===== src/rtl/mul_ctrl.sv =====
// mul_ctrl: runs one RV64M multiply at a time through the iterative Booth multiplier and formats the result.
// Optional product-reuse cache is compiled in with YSYX_22051013_MUL_REUSE_EN.
module mul_ctrl #(
  parameter int DATA_W  = 64,
  parameter int TIMEOUT = 40
) (
  input  logic              clk,
  input  logic              rst,
  input  logic              flush,
  input  logic              req_valid,
  output logic              req_ready,
  input  logic [2:0]        req_op,
  input  logic [DATA_W-1:0] req_op1,
  input  logic [DATA_W-1:0] req_op2,
  output logic              resp_valid,
  input  logic              resp_ready,
  output logic [DATA_W-1:0] resp_data,
  output logic              err_timeout,
  output logic              mul_valid,
  output logic              mul_flush,
  output logic [1:0]        mul_signed,
  output logic              mulw,
  output logic [DATA_W-1:0] mult_op1,
  output logic [DATA_W-1:0] mult_op2,
  input  logic              mul_out_valid,
  input  logic [DATA_W-1:0] mul_result_hi,
  input  logic [DATA_W-1:0] mul_result_lo
);

  localparam int               CNT_W    = $clog2(TIMEOUT + 1);
  localparam logic [CNT_W-1:0] CNT_LAST = CNT_W'(TIMEOUT - 1);

  localparam logic [2:0] OP_MUL    = 3'd0;
  localparam logic [2:0] OP_MULH   = 3'd1;
  localparam logic [2:0] OP_MULHSU = 3'd2;
  localparam logic [2:0] OP_MULHU  = 3'd3;
  localparam logic [2:0] OP_MULW   = 3'd4;

  typedef enum logic [1:0] {S_IDLE, S_ISSUE, S_WAIT, S_DONE} state_e;

  // Bit 0 marks op1 signed, bit 1 marks op2 signed.
  function automatic logic [1:0] op_signed(input logic [2:0] op);
    logic [1:0] s;
    case (op)
      OP_MUL, OP_MULH, OP_MULW: s = 2'b11;
      OP_MULHSU:                s = 2'b01;
      default:                  s = 2'b00;
    endcase
    return s;
  endfunction

  function automatic logic [DATA_W-1:0] format_result(input logic [2:0]        op,
                                                      input logic [DATA_W-1:0] hi,
                                                      input logic [DATA_W-1:0] lo);
    logic [DATA_W-1:0] r;
    case (op)
      OP_MUL:                       r = lo;
      OP_MULH, OP_MULHSU, OP_MULHU: r = hi;
      OP_MULW:                      r = {{(DATA_W-32){lo[31]}}, lo[31:0]};
      default:                      r = '0;
    endcase
    return r;
  endfunction

  state_e            state_q, state_d;
  logic [2:0]        op_q, op_d;
  logic [DATA_W-1:0] op1_q, op1_d, op2_q, op2_d;
  logic [DATA_W-1:0] resp_data_q, resp_data_d;
  logic [CNT_W-1:0]  cnt_q, cnt_d;
  logic              err_q, err_d;
  logic              timeout_hit;
  logic              reuse_hit;
  logic [DATA_W-1:0] reuse_data;

  assign timeout_hit = (state_q == S_WAIT) && !mul_out_valid && (cnt_q == CNT_LAST);

`ifdef YSYX_22051013_MUL_REUSE_EN
  logic [DATA_W-1:0] tag_op1_q, tag_op2_q, tag_hi_q, tag_lo_q;
  logic [1:0]        tag_signed_q;
  logic              tag_mulw_q, tag_valid_q;
  logic              tag_write;

  assign tag_write  = !flush && (state_q == S_WAIT) && mul_out_valid;
  assign reuse_hit  = tag_valid_q && !tag_mulw_q && (req_op <= OP_MULHU) &&
                      (req_op1 == tag_op1_q) && (req_op2 == tag_op2_q) &&
                      (op_signed(req_op) == tag_signed_q);
  assign reuse_data = format_result(req_op, tag_hi_q, tag_lo_q);

  always_ff @(posedge clk) begin
    if (rst) begin
      tag_valid_q <= 1'b0;
    end else if (tag_write) begin
      tag_valid_q <= 1'b1;
    end else if (!flush && timeout_hit) begin
      tag_valid_q <= 1'b0;
    end
  end

  // NOTE: tag payload has no reset; tag_valid_q alone guards it, so the wide registers stay reset-free.
  always_ff @(posedge clk) begin
    if (tag_write) begin
      tag_op1_q    <= op1_q;
      tag_op2_q    <= op2_q;
      tag_signed_q <= op_signed(op_q);
      tag_mulw_q   <= (op_q == OP_MULW);
      tag_hi_q     <= mul_result_hi;
      tag_lo_q     <= mul_result_lo;
    end
  end
`else
  assign reuse_hit  = 1'b0;
  assign reuse_data = '0;
`endif

  // NOTE: every _d gets its hold value first so no path through the case leaves a latch behind.
  always_comb begin
    state_d     = state_q;
    op_d        = op_q;
    op1_d       = op1_q;
    op2_d       = op2_q;
    resp_data_d = resp_data_q;
    cnt_d       = cnt_q;
    err_d       = err_q;
    if (flush) begin
      state_d = S_IDLE;
    end else begin
      case (state_q)
        S_IDLE: begin
          if (req_valid) begin
            op_d  = req_op;
            op1_d = req_op1;
            op2_d = req_op2;
            if (req_op > OP_MULW) begin
              state_d     = S_DONE;
              resp_data_d = '0;
            end else if (reuse_hit) begin
              state_d     = S_DONE;
              resp_data_d = reuse_data;
            end else begin
              state_d = S_ISSUE;
            end
          end
        end
        S_ISSUE: begin
          state_d = S_WAIT;
          cnt_d   = '0;
        end
        S_WAIT: begin
          if (mul_out_valid) begin
            state_d     = S_DONE;
            resp_data_d = format_result(op_q, mul_result_hi, mul_result_lo);
          end else if (timeout_hit) begin
            state_d     = S_DONE;
            resp_data_d = '0;
            err_d       = 1'b1;
          end else begin
            cnt_d = cnt_q + 1'b1;
          end
        end
        S_DONE: begin
          if (resp_ready) state_d = S_IDLE;
        end
        default: state_d = S_IDLE;
      endcase
    end
  end

  // NOTE: state registers use <= so every flop samples the pre-edge values of its peers.
  always_ff @(posedge clk) begin
    if (rst) begin
      state_q     <= S_IDLE;
      op_q        <= '0;
      op1_q       <= '0;
      op2_q       <= '0;
      resp_data_q <= '0;
      cnt_q       <= '0;
      err_q       <= 1'b0;
    end else begin
      state_q     <= state_d;
      op_q        <= op_d;
      op1_q       <= op1_d;
      op2_q       <= op2_d;
      resp_data_q <= resp_data_d;
      cnt_q       <= cnt_d;
      err_q       <= err_d;
    end
  end

  assign req_ready   = (state_q == S_IDLE) && !flush;
  assign resp_valid  = (state_q == S_DONE);
  assign resp_data   = resp_data_q;
  assign err_timeout = err_q;
  assign mul_valid   = (state_q == S_ISSUE);
  assign mul_flush   = (flush && ((state_q == S_ISSUE) || (state_q == S_WAIT))) || timeout_hit;
  assign mul_signed  = op_signed(op_q);
  assign mulw        = (op_q == OP_MULW);
  assign mult_op1    = op1_q;
  assign mult_op2    = op2_q;

endmodule


===== config.mk =====
export PLATFORM = sky130hd
export DESIGN_NAME = mul_ctrl
export DESIGN_NICKNAME = d
export VERILOG_FILES = /design/src/rtl/mul_ctrl.sv
export SDC_FILE = /design/constraint.sdc
export NUM_CORES = 1
export LEC_CHECK = 0
export CAP_MARGIN = 20
export CORE_AREA = 2 2 180 182
export CTS_BUF_LIST = sky130_fd_sc_hd__clkbuf_8
export CTS_CLUSTER_DIAMETER = 150
export DETAILED_ROUTE_END_ITERATION = 7
export DIE_AREA = 0 0 182 184
export GPL_ROUTABILITY_DRIVEN = 0
export SYNTH_ARGS = -nofsm -noshare
export SYNTH_HDL_FRONTEND = slang
export SYNTH_SLANG_ARGS = --single-unit
export TNS_END_PERCENT = 100

===== constraint.sdc =====
create_clock -name clk -period 3.7 [get_ports clk]
set_input_delay 0.37 -clock clk [delete_from_list [all_inputs] [get_ports clk]]
set_output_delay 0.37 -clock clk [all_outputs]
set_load 0.1 [all_outputs]

=== After elaboration in Yosys (flattened, before gate mapping) ===
Index checks and enable logic that the tools add are counted.

* Register bits: 204
* Output and inout port bits: 200

* Add/subtract/negate cells: 1
* Magnitude comparators: 1
* Equality and inequality tests: 14
* Muxes and demuxes: 16
* Bitwise operators: 2
* Reductions and logical operators: 20

{| class="wikitable"
|+ Operator list
! cell !! count
|-
| two-way mux 64 bit || 4
|-
| one-hot mux 64 bit (3 select lines) || 1
|-
| one-hot mux 64 bit (2 select lines) || 1
|-
| two-way mux 6 bit || 2
|-
| one-hot mux 6 bit (2 select lines) || 1
|-
| two-way mux 2 bit || 5
|-
| != test 2 bit, second input constant || 4
|-
| one-hot mux 2 bit (4 select lines) || 1
|-
| AND reduction 4 bit || 2
|-
| adder 6 x 1 -> 6 bit, second input constant || 1
|-
| == test 3 x 2 -> 1 bit, second input constant || 2
|-
| == test 6 bit, second input constant || 1
|-
| AND reduction 3 bit || 2
|-
| OR reduction 3 bit || 2
|-
| AND reduction 5 bit || 1
|-
| == test 2 bit, second input constant || 2
|-
| logical AND 1 bit || 4
|-
| one-hot mux 2 bit (2 select lines) || 1
|-
| nonzero test 2 bit || 2
|-
| == test 3 x 1 -> 1 bit, second input constant || 1
|-
| == test 3 bit, second input constant || 1
|-
| > comparator 3 bit, second input constant || 1
|-
| logical NOT 3 bit || 1
|-
| != test 3 bit, second input constant || 1
|-
| 7 further kinds || 10
|}

=== Longest topological paths before layout ===
Gate-level depths: netlist of the first run.

* Depth after elaboration: 6
* Depth in mapped cells: 9

=== Worst setup path after synthesis of the first run ===
No wires, ideal clock.

* Kind: register -> output
* From: register cnt_q[0]
* To: output mul_flush
* Arrival time: 2937 ps
* Data required time: 3330 ps
* Path slack: 393 ps
* Stages on the path, launching flop included: 5
* Path buffers: 0
* Path through: dfxtp_1 ha_1 and2_1 nand2_1 o21ai_0

* Word-level cells in the longest chain between the ends: 3

{| class="wikitable"
|+ RTL lines
! what !! RTL line !! RTL
|-
| start: declaration || 69 || <nowiki>logic [CNT_W-1:0] cnt_q, cnt_d;</nowiki>
|-
| start signal: assignment || 184 || <nowiki>cnt_q <= cnt_d;</nowiki>
|-
| == test 6 bit || 75 || <nowiki>assign timeout_hit = (state_q == S_WAIT) && !mul_out_valid && (cnt_q == CNT_LAST);</nowiki>
|-
| logical AND 1 bit || 75 ||
|-
| logical OR 1 bit || 194 || <nowiki>assign mul_flush = (flush && ((state_q == S_ISSUE) || (state_q == S_WAIT))) || timeout_hit;</nowiki>
|-
| end: declaration || 20 || <nowiki>output logic mul_flush,</nowiki>
|}

Every way passes these cells.

=== Worst setup path in the final report of the first run ===
* From: register state_q[0]
* To: output resp_valid

* Word-level cells in the longest chain between the ends: 1

{| class="wikitable"
|+ RTL lines
! what !! RTL line !! RTL
|-
| start: declaration || 65 || <nowiki>state_e state_q, state_d;</nowiki>
|-
| start signal: assignment || 179 || <nowiki>state_q <= state_d;</nowiki>
|-
| == test 2 bit || 190 || <nowiki>assign resp_valid = (state_q == S_DONE);</nowiki>
|-
| end: declaration || 15 || <nowiki>output logic resp_valid,</nowiki>
|}

Every way passes these cells.

==> metrics.yaml, run 1 <==
synthesis.area_um2: 9020
fin_cells: 1944
yosysWarnings: 0
grt_first_pass_wirelength_mm: 51.67
drt-met1-wl_mm: 13.56
drt_wl_total_mm: 34.23
initialDrtViolationCount: 306
clk_pin_slew_worst_paths_ns: 0.06
finalWorstPathRequiredPeriod_ns: 2.678
crit_fanout: 4
dieWidth_um: 182
design.die.area_um2: 33490
layout.filler_cells: 3096
area_growth_pct: 62.52
syn_avg_cell_area_um2: 8.313
start_util_pct: 28.73
clock_path_buffers: 3
floorplan.rows: 65
post-cts-setup-buffer-count: 0
slowest_stage: "sky130_fd_sc_hd__clkdlybuf4s50_1"
final_clock_skew_ns: 0.02342
final_max_tran_viols: 0
synth-seq-cells: 204
setup_repair_after_global_routing_missed_its_margin: "no"
cts_num_sinks: 204
fin_area_um2: 14660
final_cell_mix: "459 x sky130_fd_sc_hd__clkdlybuf4s50_1, 293 x sky130_fd_sc_hd__nand2_1, 203 x sky130_fd_sc_hd__dfxtp_1"
avgRoutedWirePerCell_um: 17.61
worst_skew_pair.late_latency_ns: 0.54
finalHoldViolCount: 0
crit_required_ns: 3.33
dpl.cell_count: 1876
final_core_utilization_pct: 46.70
place_hpwl_mm: 23.99
initial_antenna_violation_count: 3
routed.top_layer: "met4"
grt_util_all_layers_pct: 19.46
power.density_cell_area_nw_per_um2: 393.9
finish.net_count: 1785
regToRegSetupSlack_ns: 1.10
critPathLaunchType: "flop"
hold_class: "in -> reg"
synth_sequential_area_ratio_pct: 45.28
slew-limit-headroom_pct: 26.67
min_path_cells: 2
critPathKind: "reg -> out"
cts_hold_repair.buffers: 0
post_route_cells_drive_above_1_share_pct: 6.368
critical_path.cell_chain: "ha_1, clkdlybuf4s50_1"
drtPass1Iterations: 4
via_per_inst: 4.668
layout_worst_path_cycle_share_pct: 72.37
outcome: "finished clean"
cts-buffers-inserted: 39
worstMarginPinSlew_ns: 1.097
die_h_um: 184
ir_worst_vdd_mv: 0.3089
fp.coreArea_um2: 31390
leakage_nw: 5.583
grt_max_degree: 88
postLayoutSetupSlackWorst_ns: 1.022
num_io_pins: 465
tritoncts_clock_tree: "built"
wl_met3_mm: 3.561
place_area_um2: 13960
synthCells: 1085
clockRootBuffer: "sky130_fd_sc_hd__clkbuf_8"
drtAntennaViolNets: 0
setup-tns-final_ns: 0
max_clock_freq_ghz: 0.3735
layout_commonest_cell: "sky130_fd_sc_hd__clkdlybuf4s50_1"
maxCapViolations: 0
rr_worst_depth: 7
htreeDepth: 2
drc: 0
worst_path_largest_cell_delay_ns: 1.15
grt_pass1_vias: 9231
numPortBuffers: 464
routed-via-count: 9075
setup_viol: 0
yosysUniqueCellTypes: 37
globalRoute.totalOverflow: 0
met2_wirelength_mm: 16.27
postCtsResizedCells: 0
cp.arrival_ns: 2.31
place_ws_ns: 0.9343
setup.worst_path.end_class: "primary output"
postSynthNetCount: 1355
cell type report:
cell class	count	area, um2	area share [%]
timing repair buffer	483	4828	32.94
tap	402	503.0	3.431
multi-input combinational	783	4531	30.91
clock inverter	22	97.59	0.6658
inverter	4	15.01	0.1024
clock buffer	43	591.8	4.037
antenna	3	7.507	0.05121
sequential	204	4085	27.87
cells in the mapped netlist (all sizes together):
library cell,number,share of area [%]
or3,1,0.069
o21ba,1,0.11
nor3,2,0.11
clkbuf,67,2.8
inv,4,0.17
a2bb2oi,1,0.097
o31ai,33,2.7
o21ai,14,0.78
a21oi,160,8.9
nand3,5,0.28
a21o,1,0.083
and2,13,0.90
mux2,22,3.5
buf,27,2.0
o211ai,2,0.17
or3b,1,0.097
mux2i,44,4.9
nor2,4,0.17
or2,1,0.069
nand4,3,0.21
nor3b,75,6.2
and4,2,0.19
ha,5,0.69
nand3b,24,2.0
xor2,2,0.19
nor2b,24,1.7
nand2,294,12
o21bai,1,0.083
dfxtp,204,45
and3,1,0.069
nand2b,47,3.3
routing by layer:
metal,vias to the layer above,track usage (%)
met5,-,0
met3,60,8.419
li1,4500,-
met4,0,6.000
met2,357,33.63
met1,4158,21.62
critical path: cells and delay by family (launching register included):
family                   cells  cell delay, ns
flip-flops                   1            0.38
buffers and inverters        1            1.15
adder cells (fa/ha/maj)      1            0.24
logic make-up (layout without fill, tap and decap cells):
| family | count (synthesis) | after routing | share of synthesized area, % |
|---|---|---|---|
| xor+xnor | 2 | 2 | 0.1942 |
| flops | 204 | 204 | 45.28 |
| compound gates | 213 | 213 | 12.98 |
| mux | 66 | 66 | 8.378 |
| fa+ha+maj | 5 | 5 | 0.6936 |
| other cells | 0 | 3 | 0 |
| buf+inv | 98 | 552 | 4.910 |
| simple gates | 497 | 497 | 27.56 |
registers in the layout (all words and copies together) (netlist names):
name / cells
cnt_q: 6
err_timeout: 1
mult_op1: 64
mult_op2: 64
op_q: 3
resp_data: 64
state_q: 2
final timing paths:
path	startpoint	to
max	state_q[0]	resp_valid
max reg2reg	state_q[0]	resp_data[25]
min	rst	mult_op2[34]
min reg2reg	mult_op2[14]	mult_op2[14]
power breakdown:
group	switching (mW)	internal [mW]	leakage, nW
Sequential	0.0407	2.28	1.66
Combinational	0.928	0.515	3.51
Clock	0.956	1.06	0.412
Total	1.92	3.85	5.58
stage by stage:
stage	total power [mW]	hold slack, ns
detailed placement	3.812	0.4457
CTS	5.877	0.2904
finish	5.775	0.3276
global route	6.047	0.3355
floorplan	3.272	0.4581
global placement	3.809	0.4403
(Power assumes the default switching activity.)
==> inputs of run 2 (changes only) <==
- CORE_AREA: 2 2 180 182 -> 2 2 179 181
- DIE_AREA: 0 0 182 184 -> 0 0 181 183
- clock period: 3.7 -> 2.45 ns (I/O delays scaled with it)
==> metrics.yaml, run 2 (synthesis gave the netlist of run 1 again) <==
outcome: "finished clean"
finalHoldViolCount: 0
grt_first_pass_wirelength_mm: 49.91
avgRoutedWirePerCell_um: 16.64
setup-tns-final_ns: 0
area_growth_pct: 58.51
tritoncts_clock_tree: "built"
drtAntennaViolNets: 0
start_util_pct: 28.88
global_route.usage.met3_pct: 6.513
grt_most_used_layer: "met2"
final_clock_skew_ns: 0.01308
design.die.area_um2: 33120
slew-limit-headroom_pct: 36.73
setup.worst_path.end_class: "primary output"
grt_max_degree: 202
dieWidth_um: 181
final_cell_mix: "293 x sky130_fd_sc_hd__nand2_1, 263 x sky130_fd_sc_hd__clkdlybuf4s50_1, 206 x sky130_fd_sc_hd__buf_4"
setup_repair_after_global_routing_missed_its_margin: "no"
num_antenna_cells: 0
drtPass1Iterations: 4
hold_class: "in -> reg"
initialDrtViolationCount: 353
initial_antenna_violation_count: 0
design_power_total_mw: 8.864
critPathLaunchType: "flop"
post_route_cells_drive_above_1_share_pct: 19.26
hold_start: "req_op2[46]"
post-cts-setup-buffer-count: 0
power.density_cell_area_nw_per_um2: 620.0
critPathKind: "reg -> out"
cp.arrival_ns: 1.99
num_io_pins: 465
numPortBuffers: 464
via_per_inst: 4.656
cts-buffers-inserted: 39
crit_fanout: 42
htreeDepth: 2
grt_pass1_vias: 8857
leakage_nw: 6.001
drt_wl_total_mm: 32.26
grt_util_all_layers_pct: 18.67
final_max_tran_viols: 0
place_hpwl_mm: 22.32
layout_worst_path_cycle_share_pct: 91.40
met1_usage_pct: 22.05
ir_worst_vdd_mv: 0.4426
fin_cells: 1939
globalRoute.totalOverflow: 0
crit_start: "op_q[2]"
cts_num_sinks: 204
floorplan.rows: 65
finalWorstPathRequiredPeriod_ns: 2.239
clk_pin_slew_worst_paths_ns: 0.06
gr-usage-met2_pct: 32.11
maxCapViolations: 0
routed-via-count: 9028
drc: 0
finish.net_count: 1784
hold_ws_ns: 0.2535
max_clock_freq_ghz: 0.4466
worstMarginPinSlew_ns: 0.9490
clock_path_buffers: 3
dpl.cell_count: 1875
die_h_um: 183
final_core_utilization_pct: 45.78
setup_viol: 0
fp.coreArea_um2: 31230
worst_skew_pair.late_latency_ns: 0.53
clockRootBuffer: "sky130_fd_sc_hd__clkbuf_8"
layout_commonest_cell: "sky130_fd_sc_hd__nand2_1"
postCtsResizedCells: 0
crit_required_ns: 2.20
r2r_start: "state_q[0]"
cts_hold_repair.buffers: 0
## run 2: cell types whose count changed in the layout (fill, tap and decap cells not counted), sizes merged
cell	before	now
clkdlybuf4s50	459	263
diode	3	0
clkbuf	43	45
inv	22	19
clkinvlp	2	1
buf	24	219
bufinv	0	1
## run 2: path summary, 6_finish.rpt
check | endpoint | slack (ns) | cells after the start
setup / recovery | mulw | 0.21 | 3
hold / removal | mult_op2[46] | 0.25 | 3
setup reg to reg | resp_data[1] | 0.28 | 7
hold reg to reg | mult_op2[39] | 0.45 | 2
## run 2: critical path, cell delays in order (launching register included)
cell and delay [ns]:
sky130_fd_sc_hd__dfxtp_4 0.62, sky130_fd_sc_hd__buf_4 0.39, sky130_fd_sc_hd__and2_1 0.23, sky130_fd_sc_hd__buf_12 0.18
## run 2: where the power goes
part / internal, mW / switching (mW) / leakage (nW) / total, mW
sequential: 3.44 / 0.0745 / 1.66 / 3.51
clock: 1.76 / 1.44 / 0.425 / 3.21
combinational: 0.760 / 1.39 / 3.92 / 2.15
total: 5.96 / 2.90 / 6.00 / 8.86
## run 2: area by class of cell
| type | count | area [um2] |
|---|---|---|
| well taps | 402 | 503.0 |
| flip-flops and latches | 204 | 4088 |
| inverters | 4 | 15.01 |
| clock buffers | 45 | 619.3 |
| fillers | 3075 | 16930 |
| clock inverters | 19 | 108.9 |
| repair buffers | 482 | 4431 |
| multi-input cells | 783 | 4533 |
## run 2: layer usage
layer,share of wire [%],wire length (um)
met1,42,13500
met2,47,15100
met3,8.9,2883
met4,2.4,773
met5,0,0
## run 2: per-stage QoR
step	area (um2)	setup WS, ns
after floorplan	9022	0.02636
after global placement	13570	0.3416
after detailed placement	13570	0.3026
after CTS	14300	0.1698
after global routing	14300	0.08209
final	14300	0.2107
==> inputs of run 3 (changes only) <==
==> constraint.sdc (replaced) <==
create_clock -name clk -period 1.8 [get_ports clk]
set_input_delay 0.18 -clock clk [delete_from_list [all_inputs] [get_ports clk]]
set_output_delay 0.18 -clock clk [all_outputs]
set_load 0.01 [all_outputs]
==> metrics.yaml, run 3 (synthesis gave the netlist of run 1 again) <==
hold_ws_ns: 0.1518
grt_max_degree: 108
cts_num_sinks: 204
clock_path_buffers: 3
start_util_pct: 28.88
critPathLaunchType: "flop"
setup_viol: 18
dpl.cell_count: 1912
worst_skew_pair.late_latency_ns: 0.53
drc: 0
drtAntennaViolNets: 0
initial_antenna_violation_count: 1
finalWorstPathRequiredPeriod_ns: 1.832
violations: "negative setup slack"
max_clock_freq_ghz: 0.5458
die_h_um: 183
ir_worst_vdd_mv: 0.6824
postLayoutSetupSlackWorst_ns: -0.03232
finish.net_count: 1839
clk_pin_slew_worst_paths_ns: 0.05
power.density_cell_area_nw_per_um2: 714.0
crit_required_ns: 2.19
leakage_nw: 6.001
layout_commonest_cell: "sky130_fd_sc_hd__clkdlybuf4s50_1"
initialDrtViolationCount: 406
cts_hold_repair.buffers: 0
met1_usage_pct: 22.16
setup.worst_path.end_class: "flop"
via_per_inst: 4.672
drt_wl_total_mm: 35.07
fin_cells: 1994
grt_util_all_layers_pct: 19.97
final_max_tran_viols: 0
outcome: "finished, violations left"
num_io_pins: 465
hold_class: "in -> reg"
gr-usage-met2_pct: 35.38
place_hpwl_mm: 24.69
routed-via-count: 9316
drtPass1Iterations: 4
htreeDepth: 2
area_growth_pct: 73.46
avgRoutedWirePerCell_um: 17.59
setup_repair_after_global_routing_missed_its_margin: "yes"
tritoncts_clock_tree: "built"
fp.coreArea_um2: 31230
critPathKind: "reg -> reg"
slew-limit-headroom_pct: 63.65
cts-buffers-inserted: 40
dieWidth_um: 181
grt_pass1_vias: 9374
worstMarginPinSlew_ns: 0.5452
maxCapViolations: 0
global_route.usage.met3_pct: 7.724
floorplan.rows: 65
numPortBuffers: 464
grt_most_used_layer: "met2"
post_route_cells_drive_above_1_share_pct: 11.63
design.die.area_um2: 33120
globalRoute.totalOverflow: 0
final_clock_skew_ns: 0.02116
grt_first_pass_wirelength_mm: 52.36
crit_fanout: 8
layout_worst_path_cycle_share_pct: 101.8
finalHoldViolCount: 0
layout.filler_cells: 2978
cp.arrival_ns: 2.23
clockRootBuffer: "sky130_fd_sc_hd__clkbuf_8"
final_cell_mix: "456 x sky130_fd_sc_hd__clkdlybuf4s50_1, 293 x sky130_fd_sc_hd__nand2_1, 198 x sky130_fd_sc_hd__dfxtp_1"
## run 3: changes by cell type in the layout (fill, tap and decap cells not counted), sizes merged
cell and change:
bufinv -1, diode +1, clkinvlp +1, clkbuf +4, buf -145, clkinv -2, dlygate4sd2 +4, clkdlybuf4s50 +193
## run 3: report_power, final
part / internal [mW] / switching (mW)
registers: 4.68 / 0.0860
clock network: 2.34 / 1.94
logic: 1.23 / 0.895
total: 8.25 / 2.92
## run 3: worst max-delay path: stages (launching register included)
cell and delay [ns]:
sky130_fd_sc_hd__dfxtp_2 0.32, sky130_fd_sc_hd__inv_2 0.08, sky130_fd_sc_hd__buf_6 0.10, sky130_fd_sc_hd__ha_4 0.17, sky130_fd_sc_hd__buf_12 0.11, sky130_fd_sc_hd__nand2b_4 0.05, sky130_fd_sc_hd__a21oi_4 0.16, sky130_fd_sc_hd__nand3_4 0.19
sky130_fd_sc_hd__buf_12 0.22, sky130_fd_sc_hd__mux2_4 0.29
## run 3: metrics by stage
step                      total power, mW  util [%]  cell area (um2)  worst slack [ns]  TNS, ns
after floorplan                     5.651         -             9020           0.09005        0
after global placement              6.872     46.09            14400           -0.2919   -17.13
after detailed placement            6.880     46.09            14400           -0.2991   -16.81
after CTS                           11.33     49.68            15510           -0.1199   -1.788
after global routing                11.73     50.10            15650           -0.1040   -4.609
final                               11.17     50.10            15650          -0.03232  -0.2152
## run 3: final cells by class
| cell class | instances | area, um2 | area share (%) |
|---|---|---|---|
| timing repair buffer | 536 | 5599 | 35.79 |
| multi-input combinational | 783 | 4710 | 30.10 |
| sequential | 204 | 4094 | 26.17 |
| clock buffer | 47 | 646.9 | 4.134 |
| tap | 402 | 503.0 | 3.215 |
| clock inverter | 17 | 76.32 | 0.4878 |
| inverter | 4 | 15.01 | 0.09596 |
| antenna | 1 | 2.502 | 0.01599 |
## run 3: what timing repair did
| item | CTS | global route |
|---|---|---|
| resized for setup | 60 | 29 |
| pin swaps | 4 | 5 |
| setup endpoints to repair | 75 | 133 |
| cloned | 6 | 1 |
| setup buffers | 9 | 5 |
| endpoints found under the hold margin | 0 | 0 |
## run 3: routing by layer
metal | vias to the layer above | part of all wire (%)
met4 | 0 | 2.5
met5 | - | 0
met3 | 58 | 9.6
met2 | 357 | 49
li1 | 4606 | -
met1 | 4295 | 39
## run 3: worst paths after layout
path                      from  depth (start not counted)           end  slack, ns
setup / recovery    state_q[0]                          9  resp_data[0]      -0.03
hold / removal             rst                          3  mult_op2[36]       0.15
setup reg to reg    state_q[0]                          9  resp_data[0]      -0.03
hold reg to reg   mult_op2[27]                          2  mult_op2[27]       0.45
==> patch 1, RTL diff (settings of run 1) <==
The option `YSYX_22051013_MUL_REUSE_EN` is turned on by a define.
--- a/src/rtl/mul_ctrl.sv
+++ b/src/rtl/mul_ctrl.sv
@@ -1,4 +1,6 @@
 // mul_ctrl: runs one RV64M multiply at a time through the iterative Booth multiplier and formats the result.
 // Optional product-reuse cache is compiled in with YSYX_22051013_MUL_REUSE_EN.
+`define YSYX_22051013_MUL_REUSE_EN
+
 module mul_ctrl #(
   parameter int DATA_W  = 64,
Behaviour: same outputs for any inputs over 4 cycles, from zero or initial values and one cycle with rst high; that may be too few to reach the edited logic, so the function may still have changed.
==> patch 1 against run 1 <==
Sequential share of layout area rose by 18 points. Final area rose by 76%. Count of clock-buffer cells in the layout rose by 51. Sequential cell count rose by 260. Wire length rose by 74%. Synthesized area rose by 110%. Clock skew rose by 5.2 ps. Total power rose by 120%. Worst setup slack got worse by 360 ps. Critical path type is now reg2reg. Largest cell class is now flip-flops and latches.
==> patch 1: results (changes against run 1) <==
| Metric | Value |
|---|---|
| Pre-CTS setup slack | 303 ps (was 934 ps) |
| Critical path's largest stage delay | 540 ps (was 1150 ps) |
| Initial antenna violation count | 10 (was 3) |
| Status | complete, no violations (unchanged) |
| Post-DR vias/cell | 5.93 (was 4.67) |
| Violation count after the first detailed-routing iteration | 1281 (was 306) |
| Placed insts | 2527 (was 1876) |
| Synth warn | 0 (unchanged) |
| DP HPWL | 39500 um (was 24000 um) |
| Root Driver | clkbuf_8 (unchanged) |
| IO buf count | 464 (unchanged) |
| Post-CTS Resized | 0 (unchanged) |
| CTS max path bufs | 3 (unchanged) |
| P_comb | 2.50 mW (was 1.44 mW) |
| Synth cell types | 39 (was 37) |
| Net Count, Synth | 2030 (was 1355) |
| Portion of netlist area occupied by mux cells | 1.66% (was 8.38%) |
| CTS Buf Count | 74 (was 39) |
| Vias in the first global route | 16100 (was 9231) |
| Latest clock arrival within the worst-skew pair | 600 ps (was 540 ps) |
| Largest net degree at the start of global routing | 70 (was 88) |
| Most common library cells after synthesis | nand2_1, a21oi_1, edfxtp_1 (was nand2_1, dfxtp_1, a21oi_1) |
| Syn avg cell area | 11.0 sq um (was 8.31 sq um) |
| Xor/xnor share of the synthesized area | 5.71% (was 0.194%) |
| Drt wl/cell | 22.4 um (was 17.6 um) |
| Switch share | 30.7% (was 33.3%) |
| Worst Skew | 28.6 ps (was 23.4 ps) |
| Postcts setup bufs | 0 (unchanged) |
| Post-route cell area | 25900 sq um (was 14700 sq um) |
| Placed inst area | 24400 sq um (was 14000 sq um) |
| Sequential area share after synthesis | 61.5% (was 45.3%) |
| Lkg Pwr | 9.37 nW (was 5.58 nW) |
| Sequential power | 5.71 mW (was 2.32 mW) |
| Ys async rst share | 0% (unchanged) |
| EDFF count, synth | 259 (was 0) |
| VDD IR max | 0.357 mV (was 0.309 mV) |
| Slowest cell on crit path | or4_1 (was clkdlybuf4s50_1) |
| Critical path arrival | 3510 ps (was 2310 ps) |
| Post-Synth Adder-Cell Area | 0.375% (was 0.694%) |
| Hold WC Path Type | in2reg (unchanged) |
| Tightest Pin Transition | 1140 ps (was 1100 ps) |
| Compound-Gate Fraction of Synth Area | 14.7% (was 13.0%) |
| Primary FF master, synth | edfxtp_1 (was dfxtp_1) |
| Filler cells | 1932 (was 3096) |
| CTS H-tree lvls | 3 (was 2) |
| Non-filler cells, final | 2668 (was 1944) |
| All-Layer GR Usage | 34.9% (was 19.5%) |
| First-pass GRT wire length | 90300 um (was 51700 um) |
| Drt first pass iters | 5 (was 4) |
| Worst Path Max Fanout | 34 (was 4) |
| Die X | 182 um (unchanged) |
| Crit-path leading delay family | simple AND/OR/NAND/NOR gates (was buffers and inverters) |
| Synth top area cells | edfxtp_1, dfxtp_1, nand2_1, a21oi_1, xor2_1 (was dfxtp_1, nand2_1, a21oi_1, nor3b_1, mux2i_1) |
| Share of cells above drive strength 1 | 6.99% (was 6.37%) |
-- patch 1: worst paths after layout --
path,to,start,cells after the start,slack (ps)
setup reg to reg,resp_data[30],tag_op2_q[43],8,660
hold reg to reg,err_timeout,err_timeout,2,450
hold / removal,op_q[2],req_op[2],3,100
setup / recovery,resp_data[30],tag_op2_q[43],8,660
-- patch 1: metal layers --
metal / global-route usage, % / vias up / share of wire [%]
li1: - / 7207 / -
met1: 40.4 / 7608 / 36
met2: 59.2 / 838 / 49
met3: 11.3 / 150 / 10
met4: 16.0 / 10 / 4.2
met5: 0 / - / 0.15
-- patch 1: worst reg2reg max path: cells and delay by family (launching register included) --
| family | cells | cell delay, ps |
|---|---|---|
| compound gates | 2 | 590 |
| buf+inv | 1 | 220 |
| flops | 1 | 410 |
| simple gates | 5 | 1710 |
-- patch 1: cell families after synthesis --
family          after synthesis
xor+xnor                    126
flops                       464
fa+ha+maj                     6
compound gates              440
mux                          32
simple gates                548
buf+inv                     144
-- patch 1: stage by stage --
stage | power, mW | setup TNS (ps)
after global routing | 12.9 | 0
after CTS | 12.6 | 0
after detailed placement | 8.30 | 0
after global placement | 8.26 | 0
after floorplan | 7.45 | -373000
final | 12.5 | 0
-- patch 1: layout make-up --
type	count	share of cell area, %
Tap cell	402	1.95
Antenna cell	5	0.0484
Sequential cell	464	46.0
Timing Repair Buffer	498	19.6
Clock buffer	94	5.00
Clock inverter	42	0.716
Inverter	11	0.160
Multi-Input combinational cell	1152	26.6
==> patch 2, RTL diff (config.mk and constraints of run 1) <==
Without the edit above. Re-encode `state_e` (4 states) as Gray code, 2 bits wide.
--- a/src/rtl/mul_ctrl.sv
+++ b/src/rtl/mul_ctrl.sv
@@ -37,5 +37,5 @@
   localparam logic [2:0] OP_MULW   = 3'd4;
 
-  typedef enum logic [1:0] {S_IDLE, S_ISSUE, S_WAIT, S_DONE} state_e;
+  typedef enum logic [1:0] {S_IDLE = 2'b00, S_ISSUE = 2'b01, S_WAIT = 2'b11, S_DONE = 2'b10} state_e;
 
   // Bit 0 marks op1 signed, bit 1 marks op2 signed.
Check against the original RTL: no difference found for any inputs over 4 cycles, from zero or initial values and one cycle with rst high; so few cycles prove little.
==> patch 2 against run 1 <==
Synthesized cell count shrank 0.74%. Hold slack lost 56 ps. Sequential cell count is the same. Worst setup slack lost 230 ps. Combinational power shrank 8%. Synthesized area grew 1.8%. Final area grew 2.1%. Non-clock buffer count grew 4. Wire length shrank 3.7%. Total power grew 5.4%. Largest cell class unchanged.
==> patch 2: results (changes against run 1) <==
| Metric | Value |
|---|---|
| Synth cell types | 44 (was 37) |
| Vias in the first global route | 8647 (was 9231) |
| Non-filler cells, final | 1942 (was 1944) |
| Placed inst area | 14100 sq um (was 14000 sq um) |
| Syn Inst Count | 1077 (was 1085) |
| Synth top area cells | dfxtp_1, nand2_1, mux2_4, a21oi_1, nand3b_1 (was dfxtp_1, nand2_1, a21oi_1, nor3b_1, mux2i_1) |
| VDD IR max | 0.151 mV (was 0.309 mV) |
| Critical path arrival | 2540 ps (was 2310 ps) |
| # hold bufs at CTS | 0 (unchanged) |
| Most common library cells after synthesis | nand2_1, dfxtp_1, a21oi_1 (unchanged) |
| Sequential area share after synthesis | 44.5% (was 45.3%) |
| Final Net Count | 1774 (was 1785) |
| Share of cells above drive strength 1 | 10.7% (was 6.37%) |
| Filler cells | 3049 (was 3096) |
| Worst Path Max Fanout | 14 (was 4) |
| DP HPWL | 23500 um (was 24000 um) |
| Vias | 9151 (was 9075) |
| Final WL | 33000 um (was 34200 um) |
| All-Layer GR Usage | 18.6% (was 19.5%) |
| Clk pwr share | 40.4% (was 34.9%) |
| Relative max-transition margin | 23.1% (was 26.7%) |
| Initial antenna violation count | 1 (was 3) |
| Switch share | 31.3% (was 33.3%) |
| Sequential cell area | 4090 sq um (unchanged) |
| Flop pwr share | 37.9% (was 40.1%) |
| Violation count after the first detailed-routing iteration | 455 (was 306) |
| Status | complete, no violations (unchanged) |
| Pre-CTS setup slack | 1080 ps (was 934 ps) |
| Net Count, Synth | 1343 (was 1355) |
| Lkg Pwr | 5.68 nW (was 5.58 nW) |
| Largest net degree at the start of global routing | 114 (was 88) |
-- patch 2: changes by cell type in the layout (fill, tap and decap cells not counted), moves of 33 or more --
| cell | before | now |
|---|---|---|
| a31oi_1 | 0 | 35 |
| o31ai_1 | 33 | 0 |
| nand2b_1 | 47 | 0 |
| mux2i_1 | 44 | 1 |
| nor3b_1 | 75 | 0 |
| nand3b_1 | 24 | 96 |
| mux2_4 | 18 | 60 |
| nor2b_1 | 24 | 67 |
-- patch 2: final timing paths --
check,start,to,slack [ps],cells past startpoint
max,state_q[0],mul_valid,790,2
min,rst,resp_data[1],270,3
max reg2reg,state_q[1],resp_data[9],1370,4
min reg2reg,mult_op1[18],mult_op1[18],450,2
-- patch 2: area by class of cell --
cell class	instances	area share [%]
Antenna cell	1	0.0167
Clock buffer	50	4.60
Clock inverter	22	1.26
Inverter	2	0.0502
Multi-Input combinational cell	774	31.0
Sequential cell	204	27.3
Tap cell	402	3.36
Timing Repair Buffer	487	32.4
-- patch 2: logic make-up (layout without fill, tap and decap cells) --
group / count (synthesis) / in the layout / share of synthesized area, %
AOI/OAI and AO/OA: 216 / 216 / 12.9
xor gates and xnor gates: 2 / 2 / 0.191
adders and majority gates: 1 / 1 / 0.136
buffers and inverters: 99 / 561 / 5.20
DFF: 204 / 204 / 44.5
muxes: 65 / 65 / 10.4
other: 0 / 1 / 0
and+or+nand+nor: 490 / 490 / 26.7
-- patch 2: routing by layer --
layer  part of all wire [%]  up-vias  global-route usage, %  wire (um)
met5                      0        -                      0          0
met4                    3.6        0                   7.68       1190
met3                    9.1       66                   6.48       2990
met2                     47      379                   31.8      15600
met1                     40     4210                   21.3      13200
li1                       -     4496                      -          -
-- patch 2: worst max-delay path: stages (launching register included) --
cell and delay, ps:
dfxtp_1 660, nor2b_1 190, clkdlybuf4s50_1 1160
